--- src/rtl/mem_port_arbiter_pkg.sv ---
// mem_port_arbiter_pkg: shared sizes, FSM states and requester ids for the RAM port arbiter
package mem_port_arbiter_pkg;
  localparam int MEM_BYTES_DEF = 800;
  localparam int ADDR_W_DEF = 32;
  localparam int DATA_W_DEF = 32;
  typedef enum logic {ST_INIT, ST_RUN} state_e;
  typedef enum logic {REQ_IF, REQ_D} req_e;
endpackage

--- src/rtl/mem_port_arbiter_if.sv ---
// mem_port_arbiter_if: CPU-side request/response and RAM-side signals of the arbiter
interface mem_port_arbiter_if
  import mem_port_arbiter_pkg::*;
#(
  parameter int ADDR_W = ADDR_W_DEF,
  parameter int DATA_W = DATA_W_DEF
);
  logic              if_req;
  logic [ADDR_W-1:0] if_addr;
  logic              if_gnt;
  logic              if_rvalid;
  logic [DATA_W-1:0] if_rdata;
  logic              if_err;
  logic              d_req;
  logic              d_we;
  logic [ADDR_W-1:0] d_addr;
  logic [DATA_W-1:0] d_wdata;
  logic              d_gnt;
  logic              d_rvalid;
  logic [DATA_W-1:0] d_rdata;
  logic              d_err;
  logic              mem_reset;
  logic [ADDR_W-1:0] mem_address;
  logic              mem_write_en;
  logic [DATA_W-1:0] mem_write_data;
  logic [DATA_W-1:0] mem_read_data;
  modport slave (
    input  if_req, if_addr, d_req, d_we, d_addr, d_wdata, mem_read_data,
    output if_gnt, if_rvalid, if_rdata, if_err, d_gnt, d_rvalid, d_rdata, d_err,
           mem_reset, mem_address, mem_write_en, mem_write_data
  );
  modport master (
    output if_req, if_addr, d_req, d_we, d_addr, d_wdata, mem_read_data,
    input  if_gnt, if_rvalid, if_rdata, if_err, d_gnt, d_rvalid, d_rdata, d_err,
           mem_reset, mem_address, mem_write_en, mem_write_data
  );
endinterface

--- src/rtl/mem_port_arbiter_addr_check.sv ---
// mem_port_arbiter_addr_check: flags misaligned or out-of-range word accesses
module mem_port_arbiter_addr_check #(
  parameter int MEM_BYTES = 800,
  parameter int ADDR_W = 32
) (
  input  logic [ADDR_W-1:0] addr_i,
  output logic              bad_o
);
  assign bad_o = (|addr_i[1:0]) || (addr_i > ADDR_W'(MEM_BYTES - 4));
endmodule

--- src/rtl/mem_port_arbiter.sv ---
// mem_port_arbiter: shares one RAM port between fetch and data with round-robin and registered responses
module mem_port_arbiter
  import mem_port_arbiter_pkg::*;
#(
  parameter int MEM_BYTES = MEM_BYTES_DEF,
  parameter int ADDR_W = ADDR_W_DEF,
  parameter int DATA_W = DATA_W_DEF
) (
  input logic clk,
  input logic reset,
  mem_port_arbiter_if.slave bus
);
  state_e state_q, state_d;
  req_e last_q, last_d;
  logic if_bad, d_bad, run, if_gnt, d_gnt;
  logic if_rvalid_q, if_rvalid_d, if_err_q, if_err_d;
  logic d_rvalid_q, d_rvalid_d, d_err_q, d_err_d;
  logic [DATA_W-1:0] if_rdata_q, if_rdata_d, d_rdata_q, d_rdata_d;
  mem_port_arbiter_addr_check #(.MEM_BYTES(MEM_BYTES), .ADDR_W(ADDR_W)) u_if_chk (
    .addr_i(bus.if_addr),
    .bad_o (if_bad)
  );
  mem_port_arbiter_addr_check #(.MEM_BYTES(MEM_BYTES), .ADDR_W(ADDR_W)) u_d_chk (
    .addr_i(bus.d_addr),
    .bad_o (d_bad)
  );
  assign run = state_q == ST_RUN;
  // on a tie the requester that did not win last time gets the slot
  always_comb begin
    state_d = ST_RUN;
    if_gnt = run && bus.if_req && (!bus.d_req || last_q == REQ_D);
    d_gnt = run && bus.d_req && !if_gnt;
    last_d = if_gnt ? REQ_IF : d_gnt ? REQ_D : last_q;
    if_rvalid_d = if_gnt;
    if_err_d = if_gnt && if_bad;
    if_rdata_d = (if_gnt && !if_bad) ? bus.mem_read_data : '0;
    d_rvalid_d = d_gnt;
    d_err_d = d_gnt && d_bad;
    d_rdata_d = (d_gnt && !d_bad && !bus.d_we) ? bus.mem_read_data : '0;
  end
  always_ff @(posedge clk or posedge reset) begin
    if (reset) begin
      state_q <= ST_INIT;
      last_q <= REQ_D;
      if_rvalid_q <= 1'b0;
      if_err_q <= 1'b0;
      if_rdata_q <= '0;
      d_rvalid_q <= 1'b0;
      d_err_q <= 1'b0;
      d_rdata_q <= '0;
    end else begin
      state_q <= state_d;
      last_q <= last_d;
      if_rvalid_q <= if_rvalid_d;
      if_err_q <= if_err_d;
      if_rdata_q <= if_rdata_d;
      d_rvalid_q <= d_rvalid_d;
      d_err_q <= d_err_d;
      d_rdata_q <= d_rdata_d;
    end
  end
  assign bus.if_gnt = if_gnt;
  assign bus.d_gnt = d_gnt;
  assign bus.if_rvalid = if_rvalid_q;
  assign bus.if_err = if_err_q;
  assign bus.if_rdata = if_rdata_q;
  assign bus.d_rvalid = d_rvalid_q;
  assign bus.d_err = d_err_q;
  assign bus.d_rdata = d_rdata_q;
  assign bus.mem_reset = !run;
  assign bus.mem_address = if_gnt ? bus.if_addr : d_gnt ? bus.d_addr : '0;
  assign bus.mem_write_en = d_gnt && bus.d_we && !d_bad;
  assign bus.mem_write_data = bus.d_wdata;
endmodule

--- src/flat_wrapper.sv ---
// flat-port wrapper written by rule: the top's interface ports become plain ports
module mem_port_arbiter_flat import mem_port_arbiter_pkg::*;
#(
  parameter int MEM_BYTES = MEM_BYTES_DEF,
  parameter int ADDR_W = ADDR_W_DEF,
  parameter int DATA_W = DATA_W_DEF
)
  (clk, reset, bus_if_req, bus_if_addr, bus_d_req, bus_d_we, bus_d_addr, bus_d_wdata, bus_mem_read_data, bus_if_gnt, bus_if_rvalid, bus_if_rdata, bus_if_err, bus_d_gnt, bus_d_rvalid, bus_d_rdata, bus_d_err, bus_mem_reset, bus_mem_address, bus_mem_write_en, bus_mem_write_data);
  mem_port_arbiter_if #(.ADDR_W(ADDR_W), .DATA_W(DATA_W)) bus_i ();
  input logic clk;
  input logic reset;
  input wire logic [$bits(bus_i.if_req)-1:0] bus_if_req;
  input wire logic [$bits(bus_i.if_addr)-1:0] bus_if_addr;
  input wire logic [$bits(bus_i.d_req)-1:0] bus_d_req;
  input wire logic [$bits(bus_i.d_we)-1:0] bus_d_we;
  input wire logic [$bits(bus_i.d_addr)-1:0] bus_d_addr;
  input wire logic [$bits(bus_i.d_wdata)-1:0] bus_d_wdata;
  input wire logic [$bits(bus_i.mem_read_data)-1:0] bus_mem_read_data;
  output wire logic [$bits(bus_i.if_gnt)-1:0] bus_if_gnt;
  output wire logic [$bits(bus_i.if_rvalid)-1:0] bus_if_rvalid;
  output wire logic [$bits(bus_i.if_rdata)-1:0] bus_if_rdata;
  output wire logic [$bits(bus_i.if_err)-1:0] bus_if_err;
  output wire logic [$bits(bus_i.d_gnt)-1:0] bus_d_gnt;
  output wire logic [$bits(bus_i.d_rvalid)-1:0] bus_d_rvalid;
  output wire logic [$bits(bus_i.d_rdata)-1:0] bus_d_rdata;
  output wire logic [$bits(bus_i.d_err)-1:0] bus_d_err;
  output wire logic [$bits(bus_i.mem_reset)-1:0] bus_mem_reset;
  output wire logic [$bits(bus_i.mem_address)-1:0] bus_mem_address;
  output wire logic [$bits(bus_i.mem_write_en)-1:0] bus_mem_write_en;
  output wire logic [$bits(bus_i.mem_write_data)-1:0] bus_mem_write_data;
  assign bus_i.if_req = bus_if_req;
  assign bus_i.if_addr = bus_if_addr;
  assign bus_i.d_req = bus_d_req;
  assign bus_i.d_we = bus_d_we;
  assign bus_i.d_addr = bus_d_addr;
  assign bus_i.d_wdata = bus_d_wdata;
  assign bus_i.mem_read_data = bus_mem_read_data;
  assign bus_if_gnt = bus_i.if_gnt;
  assign bus_if_rvalid = bus_i.if_rvalid;
  assign bus_if_rdata = bus_i.if_rdata;
  assign bus_if_err = bus_i.if_err;
  assign bus_d_gnt = bus_i.d_gnt;
  assign bus_d_rvalid = bus_i.d_rvalid;
  assign bus_d_rdata = bus_i.d_rdata;
  assign bus_d_err = bus_i.d_err;
  assign bus_mem_reset = bus_i.mem_reset;
  assign bus_mem_address = bus_i.mem_address;
  assign bus_mem_write_en = bus_i.mem_write_en;
  assign bus_mem_write_data = bus_i.mem_write_data;
  mem_port_arbiter #(.MEM_BYTES(MEM_BYTES), .ADDR_W(ADDR_W), .DATA_W(DATA_W)) u_core (.clk(clk), .reset(reset), .bus(bus_i));
endmodule
--- config.mk ---
export PLATFORM = sky130hd
export DESIGN_NAME = mem_port_arbiter_flat
export DESIGN_NICKNAME = d
export VERILOG_FILES = /design/src/rtl/mem_port_arbiter_pkg.sv /design/src/rtl/mem_port_arbiter_if.sv /design/src/rtl/mem_port_arbiter_addr_check.sv /design/src/rtl/mem_port_arbiter.sv /design/src/flat_wrapper.sv
export SDC_FILE = /design/constraint.sdc
export NUM_CORES = 1
export LEC_CHECK = 0
export ABC_AREA = 1
export BUFFER_PORTS_ARGS = -buffer_cell sky130_fd_sc_hd__buf_2
export CAP_MARGIN = 20
export CORE_AREA = 2 2 103 105
export CTS_BUF_LIST = sky130_fd_sc_hd__clkbuf_2 sky130_fd_sc_hd__clkbuf_4 sky130_fd_sc_hd__clkbuf_8
export DETAILED_ROUTE_END_ITERATION = 16
export DIE_AREA = 0 0 105 107
export GPL_ROUTABILITY_DRIVEN = 0
export HOLD_SLACK_MARGIN = 0.03
export MAX_ROUTING_LAYER = met4
export PLACE_DENSITY = 0.65
export SKIP_CTS_REPAIR_TIMING = 1
export SLEW_MARGIN = 15
export SYNTH_ARGS = -nofsm -noshare
export SYNTH_HDL_FRONTEND = slang
export SYNTH_SLANG_ARGS = --single-unit
--- constraint.sdc ---
create_clock -name clk -period 5.35 [get_ports clk]
set_input_delay 1.07 -clock clk [delete_from_list [all_inputs] [get_ports clk]]
set_output_delay 1.07 -clock clk [all_outputs]
set_load 0.03 [all_outputs]
* Yosys cells after proc, flatten, opt, wreduce, memory -nomap -nowiden
Cells that the tools add are included.
** Word-level totals
- Register bits :: 70
- Output and inout port bits :: 136
- Bits of input ports :: 133
** Operators by class
- Reduce and logical (&&, ||, !) cells :: 23
- Magnitude comparators :: 2
- Mux-type cells :: 6
** Operator list (count)
- 2-to-1 mux 32 bit :: 4
- greater-than comparator 32 x 10 -> 1 bit, second input constant :: 2
- logical AND 1 bit :: 11
- zero test 1 bit :: 6
- OR reduction 2 bit :: 2
- logical OR 1 bit :: 3
- 2-to-1 mux 1 bit :: 2
- nonzero test 2 bit :: 1

* Longest topological paths before layout
- Depth after elaboration :: 8
- Depth in mapped cells :: 8

* Hierarchy
Synthesis repeated with hierarchy kept, for this count alone.
** Second synthesis, totals
- Cells, all modules :: 424
- Area, all modules :: 3410.8 µm²
** By module, submodules not included
- mem_port_arbiter :: cells each 328, times used 1, area an instance 3042.9 µm², seq. area each 1752.9 µm²
- mem_port_arbiter_addr_check :: cells each 48, times used 2, area an instance 183.9 µm², seq. area each 0.0 µm²

* Least setup slack after synthesis
OpenSTA, ideal clock, no wires.
- Path kind :: input port to output port
- Start :: input bus_d_req
- End :: output bus_mem_write_en
- Data required time :: 4280 ps
- Stages :: 7
- Path slack :: 2226 ps
- Arrival :: 2054 ps
- Path buffers :: 1
- Cell sequence :: nand2_1 -> nand2_1 -> nand2_1 -> inv_2 -> buf_4 -> nand2_1 -> nor2_1
** On the way
- Longest elaborated chain between the ends :: 7
- Elaborated cells on any way between the ends :: 8
- Those cells by class :: reduce/logical: 8
** RTL lines
- from (decl) :: line flat_wrapper.sv:14 : input wire logic [$bits(bus_i.d_req)-1:0] bus_d_req;
- zero test 1 bit :: line mem_port_arbiter.sv:31 : if_gnt = run && bus.if_req && (!bus.d_req || last_q == REQ_D);
- logical OR 1 bit :: line mem_port_arbiter.sv:31
- logical AND 1 bit :: line mem_port_arbiter.sv:31
- zero test 1 bit :: line mem_port_arbiter.sv:32 : d_gnt = run && bus.d_req && !if_gnt;
- logical AND 1 bit * :: line mem_port_arbiter.sv:32
- logical AND 1 bit * (2 in series) :: line mem_port_arbiter.sv:72 : assign bus.mem_write_en = d_gnt && bus.d_we && !d_bad;
- to (decl) :: line flat_wrapper.sv:29 : output wire logic [$bits(bus_i.mem_write_en)-1:0] bus_mem_write_en;
Mark *: on every way between the ends. The rest lies on a longest branch, timed or not.

* Final worst setup path
- Start :: input bus_d_req
- End :: output bus_mem_address[5]
** On the way
- Longest elaborated chain between the ends :: 7
- Elaborated cells on any way between the ends :: 8
- Those cells by class :: mux: 2; reduce/logical: 6
** RTL lines
- zero test 1 bit :: line mem_port_arbiter.sv:31
- logical OR 1 bit :: line mem_port_arbiter.sv:31
- logical AND 1 bit :: line mem_port_arbiter.sv:31
- zero test 1 bit :: line mem_port_arbiter.sv:32
- logical AND 1 bit :: line mem_port_arbiter.sv:32
- 2-to-1 mux 32 bit :: line mem_port_arbiter.sv:71 : assign bus.mem_address = if_gnt ? bus.if_addr : d_gnt ? bus.d_addr : '0;
- 2-to-1 mux 32 bit * :: line mem_port_arbiter.sv:71
- to (decl) :: line flat_wrapper.sv:28 : output wire logic [$bits(bus_i.mem_address)-1:0] bus_mem_address;
Marked as above.

==> results.cfg <==
[run_status]
outcome = complete, no violations

[critical_path]
crit_family = simple AND/OR/NAND/NOR gates
path_class = in2out
cp.depth = 7
rrSetupSlack_ns = 3.27
reg2reg_from = u_core.last_q
critical_path_required_ns = 4.28
critPathArrivalTime_ns = 2.44
r2r.worst_path.cells = 7
crit_start = bus_d_req
path_cells = buf_2 > nand2_1 > nand2_1 > nor2_4 > inv_1 > o22ai_1 > buf_2
crit_slowest_cell = nor2_4
setup.worst_path.end_class = output port
timing.critical_path.buf_inv = 3
crit_path_start_kind = input port
endpoint = bus_mem_address[5]
reg2reg_to = u_core.bus.d_rdata[20]
critPathMaxFanout = 35
slowest_delay_ns = 0.57

[timing]
rsz0062_at_grt = no
setup_ws_ns = 1.84
relSlewSlack_pct = 50.8
whs_ns = 0.554
drv_slew = 0
clock.fmax_mhz = 285
layout_min_cycle_time_ns = 3.51
hold_viol = 0
setup_viol = 0
finalCritPeriodShare_pct = 65.6
worstMarginPinSlew_ns = 0.737
fin_skew_ns = 0.00643
final.setup.tns_ns = 0

[routing]
wire_per_inst_um = 14.5
via_per_inst = 4.19
vias = 2827
wl_mm = 9.77
first_pass_iters = 4
drc_errors = 0
ant_nets = 0
drt_iter0_drc = 72

[finish]
n_antenna_cell = 0
final_cell_mix = 204 x buf_2, 84 x nand2_1, 69 x dfrtp_1
fin_area_um2 = 4260
drive_above_1_share_pct = 47.9
final_net_count = 667
final_common_cell = buf_2
syn2layout_area_growth_pct = 34.3

[floorplanning]
dieWidth_um = 105
die-area_um2 = 11200
core_um2 = 10100
ios = 269
rows = 37
die_y_um = 107
start_util_pct = 31.4

[global_route]
grt_pass1_wl_mm = 14.7
antenna_found_initial = 0
overflow = 0
grt_pass1_vias = 2782
grt_max_degree = 50
track_usage_pct = 17.8

[synth]
yosys_warnings = 0
ys_seq_elements = 70
ys_types = 20
syn_inst = 361
ys_seq_area_share_pct = 55.2
netlist_area_um2 = 3170
avgSynthCellArea_um2 = 8.79
syn_nets = 494

[job]
drv_cap = 0

[pwr]
leakage_uw = 0.00272
peakVddDrop_mv = 0.155
cellPowerDensity_nw_per_um2 = 263

[cts]
clkTransAtPathRegs_ns = 0.07
clock_sinks = 70
cts_buffers = 9
cts_max_level = 3
clock_path_buffers = 2
clockRootBuffer = clkbuf_8
cts_tree = yes
clock_latency_ns = 0.34

[placed_design]
dpl_cell_area_um2 = 4060
post-place-ws_ns = 1.84
port_buffers = 204
hpwl_mm = 8.15

[worst_hold_path]
worstHoldPathType = reg2reg
hold_depth = 2
report_power, final:
group | switching [uW] | internal [uW] | leakage, uW
clock | 186 | 234 | 0.000107
combinational | 112 | 54.5 | 0.00165
sequential | 1.13 | 533 | 0.000970
registers in the layout, indices dropped and copies added, names as in the netlist:
| name | flops |
|---|---|
| u_core.last_q | 1 |
| u_core.bus.d_rvalid | 1 |
| u_core.run | 1 |
| u_core.bus.if_rdata | 32 |
| u_core.bus.d_err | 1 |
| u_core.bus.if_err | 1 |
| u_core.bus.if_rvalid | 1 |
| u_core.bus.d_rdata | 32 |
routing by layer:
metal  up-vias  global-route usage (%)  share of wire, %
li1       1375                       -                 -
met5         -                       -                 0
met1      1248                    18.7                36
met2       185                    30.5                51
met3        19                    6.26                11
met4         0                    7.52               2.9
cell usage after synthesis:
master / count / area [um^2]
inv_2: 1 / 3.75
dfstp_2: 1 / 26.3
dfrtp_1: 69 / 1730
conb_1: 1 / 3.75
nand2_1: 84 / 315
buf_1: 1 / 3.75
inv_1: 44 / 165
o21ai_0: 3 / 15.0
buf_6: 3 / 33.8
nor2_2: 27 / 169
nand3_1: 2 / 10.0
buf_2: 7 / 35.0
buf_4: 33 / 248
nor2_1: 66 / 248
nand3_4: 1 / 17.5
a22o_1: 7 / 61.3
o22ai_1: 1 / 6.26
nor2_4: 5 / 56.3
nand4_1: 3 / 18.8
a21oi_1: 2 / 10.0
through the flow:
| step | utilization, % | cells | power [uW] |
|---|---|---|---|
| 3_5_place_dp | 40.2 | 659 | 712 |
| 6_report | 42.2 | 675 | 1120 |
| 4_1_cts | 42.2 | 675 | 1140 |
| 5_1_grt | 42.2 | 675 | 1180 |
| 3_3_place_gp | 40.2 | 659 | 711 |
| 2_1_floorplan | - | 361 | 682 |
worst min path at each step:
stage / slack [ns] / to / from
floorplan: 0.52 / u_core.last_q / u_core.last_q
global placement: 0.55 / u_core.last_q / u_core.last_q
detailed placement: 0.55 / u_core.last_q / u_core.last_q
CTS: 0.56 / u_core.last_q / u_core.last_q
global route: 0.59 / u_core.last_q / u_core.last_q
finish: 0.55 / u_core.last_q / u_core.last_q
kinds of logic after synthesis:
family / Yosys count / synth area share (%)
flip-flops: 70 / 55.2
other: 1 / 0.118
buffers and inverters: 89 / 15.4
AND/OR/NAND/NOR: 188 / 26.3
AO/OA/AOI/OAI: 13 / 2.92
final cells by class:
| class | instances | area (um^2) |
|---|---|---|
| inverter | 45 | 169 |
| clock inverter | 5 | 57.6 |
| timing repair buffer | 206 | 1040 |
| multi-input combinational | 202 | 931 |
| sequential | 70 | 1750 |
| tap | 136 | 170 |
| fill | 1042 | 5830 |
| clock buffer | 11 | 145 |
worst reg2reg max path: stages, from the launching register on:
cell	delay [ns]
dfstp_2	0.37
inv_1	0.04
nand2_1	0.04
nand2_1	0.11
nand2_1	0.15
inv_2	0.45
nand3_4	0.57
nor2_2	0.27
Power figures use the tool's default switching activity.
